`src/rtl/tlb_entry_array_if.sv`:
```
// tlb_entry_array_if: lookup, refill and sfence signals of the TLB entry store
//   master: lookup requester / page-table walker / sfence source
//   slave : tlb_entry_array
interface tlb_entry_array_if #(
    parameter int VPN_W = 27,
    parameter int PPN_W = 20
);
    logic             req_valid;
    logic [VPN_W-1:0] req_vpn;
    logic             resp_valid;
    logic             resp_hit;
    logic [PPN_W-1:0] resp_ppn;
    logic [15:0]      resp_flags;
    logic             refill_valid;
    logic             refill_ready;
    logic [VPN_W-1:0] refill_vpn;
    logic [PPN_W-1:0] refill_ppn;
    logic [15:0]      refill_flags;
    logic             sfence_valid;
    logic             sfence_all;
    logic [VPN_W-1:0] sfence_vpn;
    modport master (
        output req_valid, req_vpn, refill_valid, refill_vpn, refill_ppn, refill_flags,
               sfence_valid, sfence_all, sfence_vpn,
        input  resp_valid, resp_hit, resp_ppn, resp_flags, refill_ready
    );
    modport slave (
        input  req_valid, req_vpn, refill_valid, refill_vpn, refill_ppn, refill_flags,
               sfence_valid, sfence_all, sfence_vpn,
        output resp_valid, resp_hit, resp_ppn, resp_flags, refill_ready
    );
endinterface

```
`src/rtl/tlb_entry_array.sv`:
```
// tlb_entry_array: fully-associative TLB store with registered lookup, sfence and round-robin refill
//   clk, rstnn : clock, asynchronous active-low reset
//   bus        : lookup request/response, walker refill handshake, sfence invalidate
module tlb_entry_array #(
    parameter int ENTRIES = 8,
    parameter int VPN_W   = 27,
    parameter int PPN_W   = 20
) (
    input logic              clk,
    input logic              rstnn,
    tlb_entry_array_if.slave bus
);
    localparam int IW = $clog2(ENTRIES);
    logic [ENTRIES-1:0] valid;
    logic [VPN_W-1:0]   vpn_q   [ENTRIES];
    logic [PPN_W-1:0]   ppn_q   [ENTRIES];
    logic [15:0]        flags_q [ENTRIES];
    logic [IW-1:0]      rr_ptr;
    logic [IW-1:0]      rf_idx;
    logic [IW-1:0]      free_idx;
    logic [IW-1:0]      victim;
    logic [ENTRIES-1:0] sf_match;
    logic               hit_any;
    logic [PPN_W-1:0]   hit_ppn;
    logic [15:0]        hit_flags;
    logic               rf_match;
    logic               free_any;
    logic               accept;
    logic               resp_valid_q;
    logic               resp_hit_q;
    logic [PPN_W-1:0]   resp_ppn_q;
    logic [15:0]        resp_flags_q;
    // Descending scan so the lowest-index free entry wins.
    always_comb begin
        hit_any   = 1'b0;
        hit_ppn   = '0;
        hit_flags = '0;
        rf_match  = 1'b0;
        rf_idx    = '0;
        free_any  = 1'b0;
        free_idx  = '0;
        sf_match  = '0;
        for (int i = ENTRIES - 1; i >= 0; i--) begin
            if (valid[i] && vpn_q[i] == bus.req_vpn) begin
                hit_any   = 1'b1;
                hit_ppn   = ppn_q[i];
                hit_flags = flags_q[i];
            end
            if (valid[i] && vpn_q[i] == bus.refill_vpn) begin
                rf_match = 1'b1;
                rf_idx   = IW'(i);
            end
            if (!valid[i]) begin
                free_any = 1'b1;
                free_idx = IW'(i);
            end
            sf_match[i] = valid[i] && vpn_q[i] == bus.sfence_vpn;
        end
        victim = rf_match ? rf_idx : free_any ? free_idx : rr_ptr;
    end
    assign bus.refill_ready = !bus.sfence_valid;
    assign accept           = bus.refill_valid && !bus.sfence_valid;
    always_ff @(posedge clk or negedge rstnn) begin
        if (!rstnn) begin
            valid        <= '0;
            rr_ptr       <= '0;
            resp_valid_q <= 1'b0;
            resp_hit_q   <= 1'b0;
            resp_ppn_q   <= '0;
            resp_flags_q <= '0;
        end else begin
            if (bus.sfence_valid)
                valid <= bus.sfence_all ? '0 : valid & ~sf_match;
            else if (accept)
                valid[victim] <= 1'b1;
            // Power-of-two depth makes the increment wrap on its own.
            if (accept && !rf_match && !free_any)
                rr_ptr <= rr_ptr + 1'b1;
            resp_valid_q <= bus.req_valid;
            resp_hit_q   <= bus.req_valid && hit_any;
            resp_ppn_q   <= bus.req_valid ? hit_ppn : '0;
            resp_flags_q <= bus.req_valid ? hit_flags : '0;
        end
    end
    always_ff @(posedge clk) begin
        if (accept) begin
            vpn_q[victim]   <= bus.refill_vpn;
            ppn_q[victim]   <= bus.refill_ppn;
            flags_q[victim] <= bus.refill_flags;
        end
    end
    assign bus.resp_valid = resp_valid_q;
    assign bus.resp_hit   = resp_hit_q;
    assign bus.resp_ppn   = resp_ppn_q;
    assign bus.resp_flags = resp_flags_q;
endmodule

```
`src/flat_wrapper.sv`:
```
// flat-port wrapper written by rule: the top's interface ports become plain ports
module tlb_entry_array_flat 
#(
    parameter int ENTRIES = 8,
    parameter int VPN_W   = 27,
    parameter int PPN_W   = 20
)
  (clk, rstnn, bus_req_valid, bus_req_vpn, bus_refill_valid, bus_refill_vpn, bus_refill_ppn, bus_refill_flags, bus_sfence_valid, bus_sfence_all, bus_sfence_vpn, bus_resp_valid, bus_resp_hit, bus_resp_ppn, bus_resp_flags, bus_refill_ready);
  tlb_entry_array_if #(.VPN_W(VPN_W), .PPN_W(PPN_W)) bus_i ();
  input logic clk;
  input logic rstnn;
  input wire logic [$bits(bus_i.req_valid)-1:0] bus_req_valid;
  input wire logic [$bits(bus_i.req_vpn)-1:0] bus_req_vpn;
  input wire logic [$bits(bus_i.refill_valid)-1:0] bus_refill_valid;
  input wire logic [$bits(bus_i.refill_vpn)-1:0] bus_refill_vpn;
  input wire logic [$bits(bus_i.refill_ppn)-1:0] bus_refill_ppn;
  input wire logic [$bits(bus_i.refill_flags)-1:0] bus_refill_flags;
  input wire logic [$bits(bus_i.sfence_valid)-1:0] bus_sfence_valid;
  input wire logic [$bits(bus_i.sfence_all)-1:0] bus_sfence_all;
  input wire logic [$bits(bus_i.sfence_vpn)-1:0] bus_sfence_vpn;
  output wire logic [$bits(bus_i.resp_valid)-1:0] bus_resp_valid;
  output wire logic [$bits(bus_i.resp_hit)-1:0] bus_resp_hit;
  output wire logic [$bits(bus_i.resp_ppn)-1:0] bus_resp_ppn;
  output wire logic [$bits(bus_i.resp_flags)-1:0] bus_resp_flags;
  output wire logic [$bits(bus_i.refill_ready)-1:0] bus_refill_ready;
  assign bus_i.req_valid = bus_req_valid;
  assign bus_i.req_vpn = bus_req_vpn;
  assign bus_i.refill_valid = bus_refill_valid;
  assign bus_i.refill_vpn = bus_refill_vpn;
  assign bus_i.refill_ppn = bus_refill_ppn;
  assign bus_i.refill_flags = bus_refill_flags;
  assign bus_i.sfence_valid = bus_sfence_valid;
  assign bus_i.sfence_all = bus_sfence_all;
  assign bus_i.sfence_vpn = bus_sfence_vpn;
  assign bus_resp_valid = bus_i.resp_valid;
  assign bus_resp_hit = bus_i.resp_hit;
  assign bus_resp_ppn = bus_i.resp_ppn;
  assign bus_resp_flags = bus_i.resp_flags;
  assign bus_refill_ready = bus_i.refill_ready;
  tlb_entry_array #(.ENTRIES(ENTRIES), .VPN_W(VPN_W), .PPN_W(PPN_W)) u_core (.clk(clk), .rstnn(rstnn), .bus(bus_i));
endmodule
```
`config.mk`:
```
export PLATFORM = sky130hd
export DESIGN_NAME = tlb_entry_array_flat
export DESIGN_NICKNAME = d
export VERILOG_FILES = /design/src/rtl/tlb_entry_array_if.sv /design/src/rtl/tlb_entry_array.sv /design/src/flat_wrapper.sv
export SDC_FILE = /design/constraint.sdc
export NUM_CORES = 1
export LEC_CHECK = 0
export ABC_AREA = 1
export BUFFER_PORTS_ARGS = -buffer_cell sky130_fd_sc_hd__buf_2
export CAP_MARGIN = 20
export CELL_PAD_IN_SITES_DETAIL_PLACEMENT = 0
export CELL_PAD_IN_SITES_GLOBAL_PLACEMENT = 1
export CORE_UTILIZATION = 49
export CTS_BUF_LIST = sky130_fd_sc_hd__clkbuf_2
export CTS_CLUSTER_SIZE = 14
export DETAILED_ROUTE_END_ITERATION = 8
export PLACE_DENSITY = 0.78
export RECOVER_POWER = 100
export SLEW_MARGIN = 20
export SYNTH_ARGS = -nofsm -noshare
export SYNTH_HDL_FRONTEND = slang
export SYNTH_SLANG_ARGS = --single-unit
```
`constraint.sdc`:
```
create_clock -name clk -period 4.1 [get_ports clk]
set_clock_uncertainty 0.15 [all_clocks]
set_input_delay 0.82 -clock clk [delete_from_list [all_inputs] [get_ports clk]]
set_output_delay 0.82 -clock clk [all_outputs]
set_load 0.05 [all_outputs]
```
## Word-level counts from Yosys, hierarchy flattened

Memories as Yosys holds them, arrays and structs flattened.
Cells that the tools add are included.

| storage, ports and cells | value |
|---|---|
| word-level logic and storage cells | 139 |
| memories | 3 |
| output and inout bits | 39 |
| bits in registers | 49 |
| memory bits (writable) | 504 |
| bits of input ports | 123 |

Memory list:

| memory | depth | bits a word | rd ports | clocked after memory_dff | wr ports | line | RTL |
|---|---|---|---|---|---|---|---|
| u_core.vpn_q | 8 | 27 | 8 | 0 | 1 | tlb_entry_array.sv:15 | `logic [VPN_W-1:0] vpn_q [ENTRIES];` |
| u_core.ppn_q | 8 | 20 | 8 | 0 | 1 | tlb_entry_array.sv:16 | `logic [PPN_W-1:0] ppn_q [ENTRIES];` |
| u_core.flags_q | 8 | 16 | 8 | 0 | 1 | tlb_entry_array.sv:17 | `logic [15:0] flags_q [ENTRIES];` |

| operators by class | value |
|---|---|
| eq/ne operators | 24 |
| bitwise operators | 3 |
| $lt $le $gt $ge | 2 |
| $add $sub $neg | 1 |
| mux-type cells | 67 |
| reduce and logical (&&, ||, !) cells | 33 |

Operators with widths:

| kind | count |
|---|---|
| $eq A27 B27 Y1 | 24 |
| $mux W20 | 9 |
| $mux W16 | 9 |
| $mux W3 | 18 |
| $logic_and A1 B1 Y1 | 29 |
| $mux W1 | 27 |
| $mux W8 | 3 |
| $and A8 B8 Y8 | 1 |
| $not A8 Y8 | 1 |
| $or A8 B8 Y8 | 1 |
| $lt A3 B4 Y1 const B | 1 |
| $add A3 B1 Y3 const B | 1 |
| $demux W1 S3 | 1 |
| $ge A3 B1 Y1 const B | 1 |
| $logic_not A1 Y1 | 3 |
| $reduce_bool A2 Y1 | 1 |

## Longest topological paths before layout

| logic depth | value |
|---|---|
| depth in word-level cells | 18 |
| gate-level depth with buffers | 20 |
| depth with buffers taken out | 19 |

## Least setup slack after synthesis

Ideal clock, no wire load.

| timing | value |
|---|---|
| path kind | input to register |
| start point | in bus_refill_vpn[9] |
| end point | mem u_core.flags_q[1][0], enable pin |
| arrival time | 3.413 ns |
| slack | 0.120 ns |
| required time | 3.533 ns |
| stages | 14 |
| path through | buf_4 inv_1 or2_1 nand3_1 nor2_1 nand3_1 inv_1 nand2_1 nand2_2 nor3_2 nand2_1 nand2_2 nand2_1 inv_1 |

| on the way | value |
|---|---|
| longest elaborated chain between the ends | 11 |
| elaborated cells on any way between the ends | 33 |

RTL lines:

| element | line | RTL |
|---|---|---|
| from (decl) | flat_wrapper.sv:15 | `input wire logic [$bits(bus_i.refill_vpn)-1:0] bus_refill_vpn;` |
| $eq A27 B27 Y1 | tlb_entry_array.sv:49 | `if (valid[i] && vpn_q[i] == bus.refill_vpn) begin` |
| $logic_and A1 B1 Y1 | tlb_entry_array.sv:49 |  |
| $mux W3 / $mux W1 (equally long branches) (8 in a row) | tlb_entry_array.sv:49 |  |
| $mux W3 * | tlb_entry_array.sv:59 | `victim = rf_match ? rf_idx : free_any ? free_idx : rr_ptr;` |
| to (decl) | tlb_entry_array.sv:17 |  |

Mark *: on every way between the ends. The rest lies on a longest branch, timed or not.

==> metrics.md <==
| Metric | Value |
|---|---|
| Slew margin rel. | `-44.4%` |
| Setup violators final | `43` |
| Residual DRC | `0` |
| Syn_nets | `approximately 3500` |
| Max-slew violations | `90` |
| Final Hold Fails | `0` |
| WP data arrival | `between 4 and 5 ns` |
| Area of the multi-input gates | `around 11000 um^2` |
| Antenna violations before repair | `11` |
| Gpl congestion | `roughly 1.2` |
| Worst hold path class | `input port to flip-flop` |
| DP Area | `roughly 33000 um^2` |
| Reg2Reg Capture Point | `u_core.vpn_q[4][19]$_DFFE_PP_` |
| Worst Max-Slew Pin Slew | `2.17 ns` |
| Critical Path Source Type | `flip-flop` |
| Site Rows | `90` |
| Distinct cells, synth | `50` |
| Psw | `about 4 mW` |
| Post-synth EDFFs | `~500` |
| Mapped Cells | `approximately 3400` |
| Hold Crit Start | `bus_sfence_vpn[1]` |
| Wire per inst | `roughly 32 um` |
| Root Driver | `clkbuf_2` |
| R2r startpoint | `u_core.vpn_q[1][16]$_DFFE_PP_` |
| FF+latch count, synth | `around 550` |
| Final Util | `57.6%` |
| Detailed Route Iter0 Violations | `approximately 4500` |
| Die area | `roughly 62000 um^2` |
| Initial core utilization | `about half` |
| Seq/Total Area, Yosys | `54.3%` |
| Reg2Reg Setup Slack | `-0.06 ns` |
| Min Tclk post-route | `between 4 and 5 ns` |
| Hold EP | `u_core.valid[2]$_DFFE_PN0P_` |
| Seq. cell area | `16400 um^2` |
| Port Buffer Count | `roughly 160` |
| Post-route ant nets | `0` |
| CTS tree | `done` |
| Std-Cell Core Area | `between 60000 and 70000 um^2` |
| Die width | `between 200 and 250 um` |
| Via density | `about 6` |
| Hold Crit Depth | `7` |
| Clock transition at path regs | `0.11 ns` |
| Static Leak | `~15 nW` |
| Post-route cell area | `~35000 um^2` |
| Final std cells w/o fill | `4755` |
| # IOs | `162` |
| Syn Std Cell Area | `around 30000 um^2` |
| Fin worst setup slack | `-0.0627 ns` |
| Num CTS Buffers | `about 150` |
| Top FF cell, synth | `edfxtp_1` |
| MaxCap Viol Count | `3` |
| Area Growth Syn to Fin | `15.8%` |
| Clock power frac | `approximately a third` |
| Element type at the critical path end | `flip-flop` |
| Pre-antenna DRT Iters | `6` |
| Internal power | `approximately 8.6 mW` |
| Pre-CTS WS | `-0.316 ns` |
| Worst Reg-to-Reg Cells | `16` |
| Switching part of the total power | `31.8%` |
| Final Net Count | `3980` |
| Number of global-route vias before repair | `~27000` |
| Fill count | `around 5500` |
| Die Y | `about 250 um` |
| Total global routing overflow | `0` |
| Largest net degree at the start of global routing | `71` |
| CTS Buffer Depth | `3` |
| GR Util All Layers | `48.5%` |
| # H-tree levels | `4` |
| Async SR Flop Fraction | `approximately 8.9%` |
| Worst-path fanout max | `28` |
| Failing checks | `capacitance limit, slew limit, setup timing` |
| Commonest cells after routing, fill and taps aside | `nand2_1, edfxtp_1, nor2_1` |
| Proportion of layout cells with a drive suffix above 1 | `about 14%` |
| Fmax achieved | `between 200 and 250 MHz` |
| Commonest non-fill, non-tap cell in the layout | `nand2_1` |
| Routed WL | `151 mm` |
| Status | `complete, but fails checks` |
| HPWL after DPL | `roughly 110 mm` |
| Pwr Density | `roughly 360 nW/um^2` |
| Period utilization | `102%` |
| CTS resizes | `0` |
| First-pass GRT wire length | `approximately 210 mm` |
| RSZ-0062 raised after global routing | `no` |
| Crit path kind | `flip-flop to flip-flop` |
| Sequential power share | `around 52%` |
| Cells after DPL | `~4400` |
| Clk_lat worst skew | `1.45 ns` |
| Mean area per synthesized cell | `~9 um^2` |
| Clock sink count | `approximately 550` |
| VDD IR max | `around 0.28 mV` |
| DR vias | `28300` |
| WP data required | `about 4.9 ns` |
| Yosys warning count | `0` |
| Gate power share | `between 10 and 15%` |
[power groups by stage]
stage / registers (mW) / clock network (mW) / logic, mW
2_1_floorplan: 6.58 / 0 / 0.727
4_1_cts: 6.54 / 4.31 / 1.64
3_5_place_dp: 6.67 / 0 / 1.57
3_3_place_gp: 6.67 / 0 / 1.58
5_1_grt: 6.56 / 4.56 / 1.74
6_report: 6.56 / 4.30 / 1.71
[stage by stage]
| stage | hold WS, ns | power [mW] | setup TNS, ns |
|---|---|---|---|
| 6_report | 0.165 | 12.6 | -1.28 |
| 5_1_grt | 0.141 | 12.9 | 0 |
| 4_1_cts | 0.000645 | 12.5 | 0 |
| 3_5_place_dp | 0.322 | 8.24 | -88.46 |
| 3_3_place_gp | 0.325 | 8.24 | -88.51 |
| 2_1_floorplan | 0.290 | 7.31 | 0 |
[registers in the layout, summed over array words and instances (netlist names)]
| signal | cells |
|---|---|
| u_core.bus.resp_hit | 1 |
| u_core.flags_q | 128 |
| u_core.valid | 8 |
| u_core.bus.resp_valid | 1 |
| u_core.bus.resp_flags | 16 |
| u_core.bus.resp_ppn | 20 |
| u_core.vpn_q | 216 |
| u_core.ppn_q | 160 |
| u_core.rr_ptr | 3 |
[metal layers]
metal | up-vias | share of wire (%) | wire length (um) | track usage [%]
li1 | 11900 | - | - | -
met1 | 13400 | 36 | 53800 | 61.1
met2 | 2401 | 42 | 63300 | 70.3
met3 | 578 | 14 | 20700 | 15.4
met4 | 12 | 8.7 | 13200 | 35.0
met5 | - | 0.054 | 82 | 0
[synthesized netlist by cell type (all sizes together) (2+ instances only)]
cell type  instances  area share, %
o211ai             2          0.050
nand3             49           0.83
xor2             144            4.2
o221ai             2          0.058
inv              444            5.6
clkinv             3          0.037
nor2             422            5.4
edfxtp           504             50
or2                3          0.062
o22ai             59            1.2
nor3              14           0.25
nor4              36           0.77
a21oi            135            2.6
nand3b             2          0.050
clkbuf            39           0.50
o21ai            103            1.7
buf               91            2.1
a21boi             2          0.050
xnor2            172            5.0
nand2           1084             14
nand4             56            1.2
dfrtp             49            4.1
[worst max-delay path: stages, from the launching register on]
cell and delay [ns]:
edfxtp_1 0.60, inv_1 0.27, nand2_1 0.12, nand2_1 0.06, inv_1 0.06, nand2_1 0.17, nor2_1 0.41, nand2_1 0.09
nor2_1 0.28, nand2_1 0.13, nand2_1 0.13, buf_4 0.13, nor2_1 0.06, a21oi_1 0.23, nand3_1 0.17, clkinvlp_2 0.15
buf_4 0.52
[worst max-delay path by stage]
stage,from,endpoint,cells past startpoint
after global placement,bus_refill_vpn[0],u_core.vpn_q[6][4]$_DFFE_PP_,16
after CTS,u_core.vpn_q[1][16]$_DFFE_PP_,u_core.flags_q[6][13]$_DFFE_PP_,17
after floorplan,bus_refill_vpn[9],u_core.flags_q[1][0]$_DFFE_PP_,14
after detailed placement,bus_refill_vpn[0],u_core.vpn_q[6][3]$_DFFE_PP_,16
after global routing,bus_refill_vpn[6],u_core.ppn_q[2][19]$_DFFE_PP_,20
final,u_core.vpn_q[1][16]$_DFFE_PP_,u_core.vpn_q[4][19]$_DFFE_PP_,16
[repair_timing]
item / CTS / global route
hold endpoints to repair: 602 / 0
buffers inserted: 0 / 1
setup endpoints to repair: 0 / 157
hold buffers: 73 / 0
[final cells by class]
class	instances	share of cell area, %
Sequential cell	553	46.9
Multi-Input combinational cell	2294	32.2
Timing Repair Buffer	414	9.06
Inverter	447	4.85
Clock buffer	202	2.90
Tap cell	782	2.80
Clock inverter	58	1.29
Antenna cell	5	0.0359
[cell families (layout without fill, tap and decap cells)]
family,after synthesis,in the layout,share of synthesized area [%]
xor+xnor,316,316,9.19
other cells,0,5,0
flops,553,553,54.3
buf+inv,577,1121,8.16
compound gates,309,309,5.88
simple gates,1668,1668,22.4
fa+ha+maj,1,1,0.0415
Power figures use the tool's default switching activity.
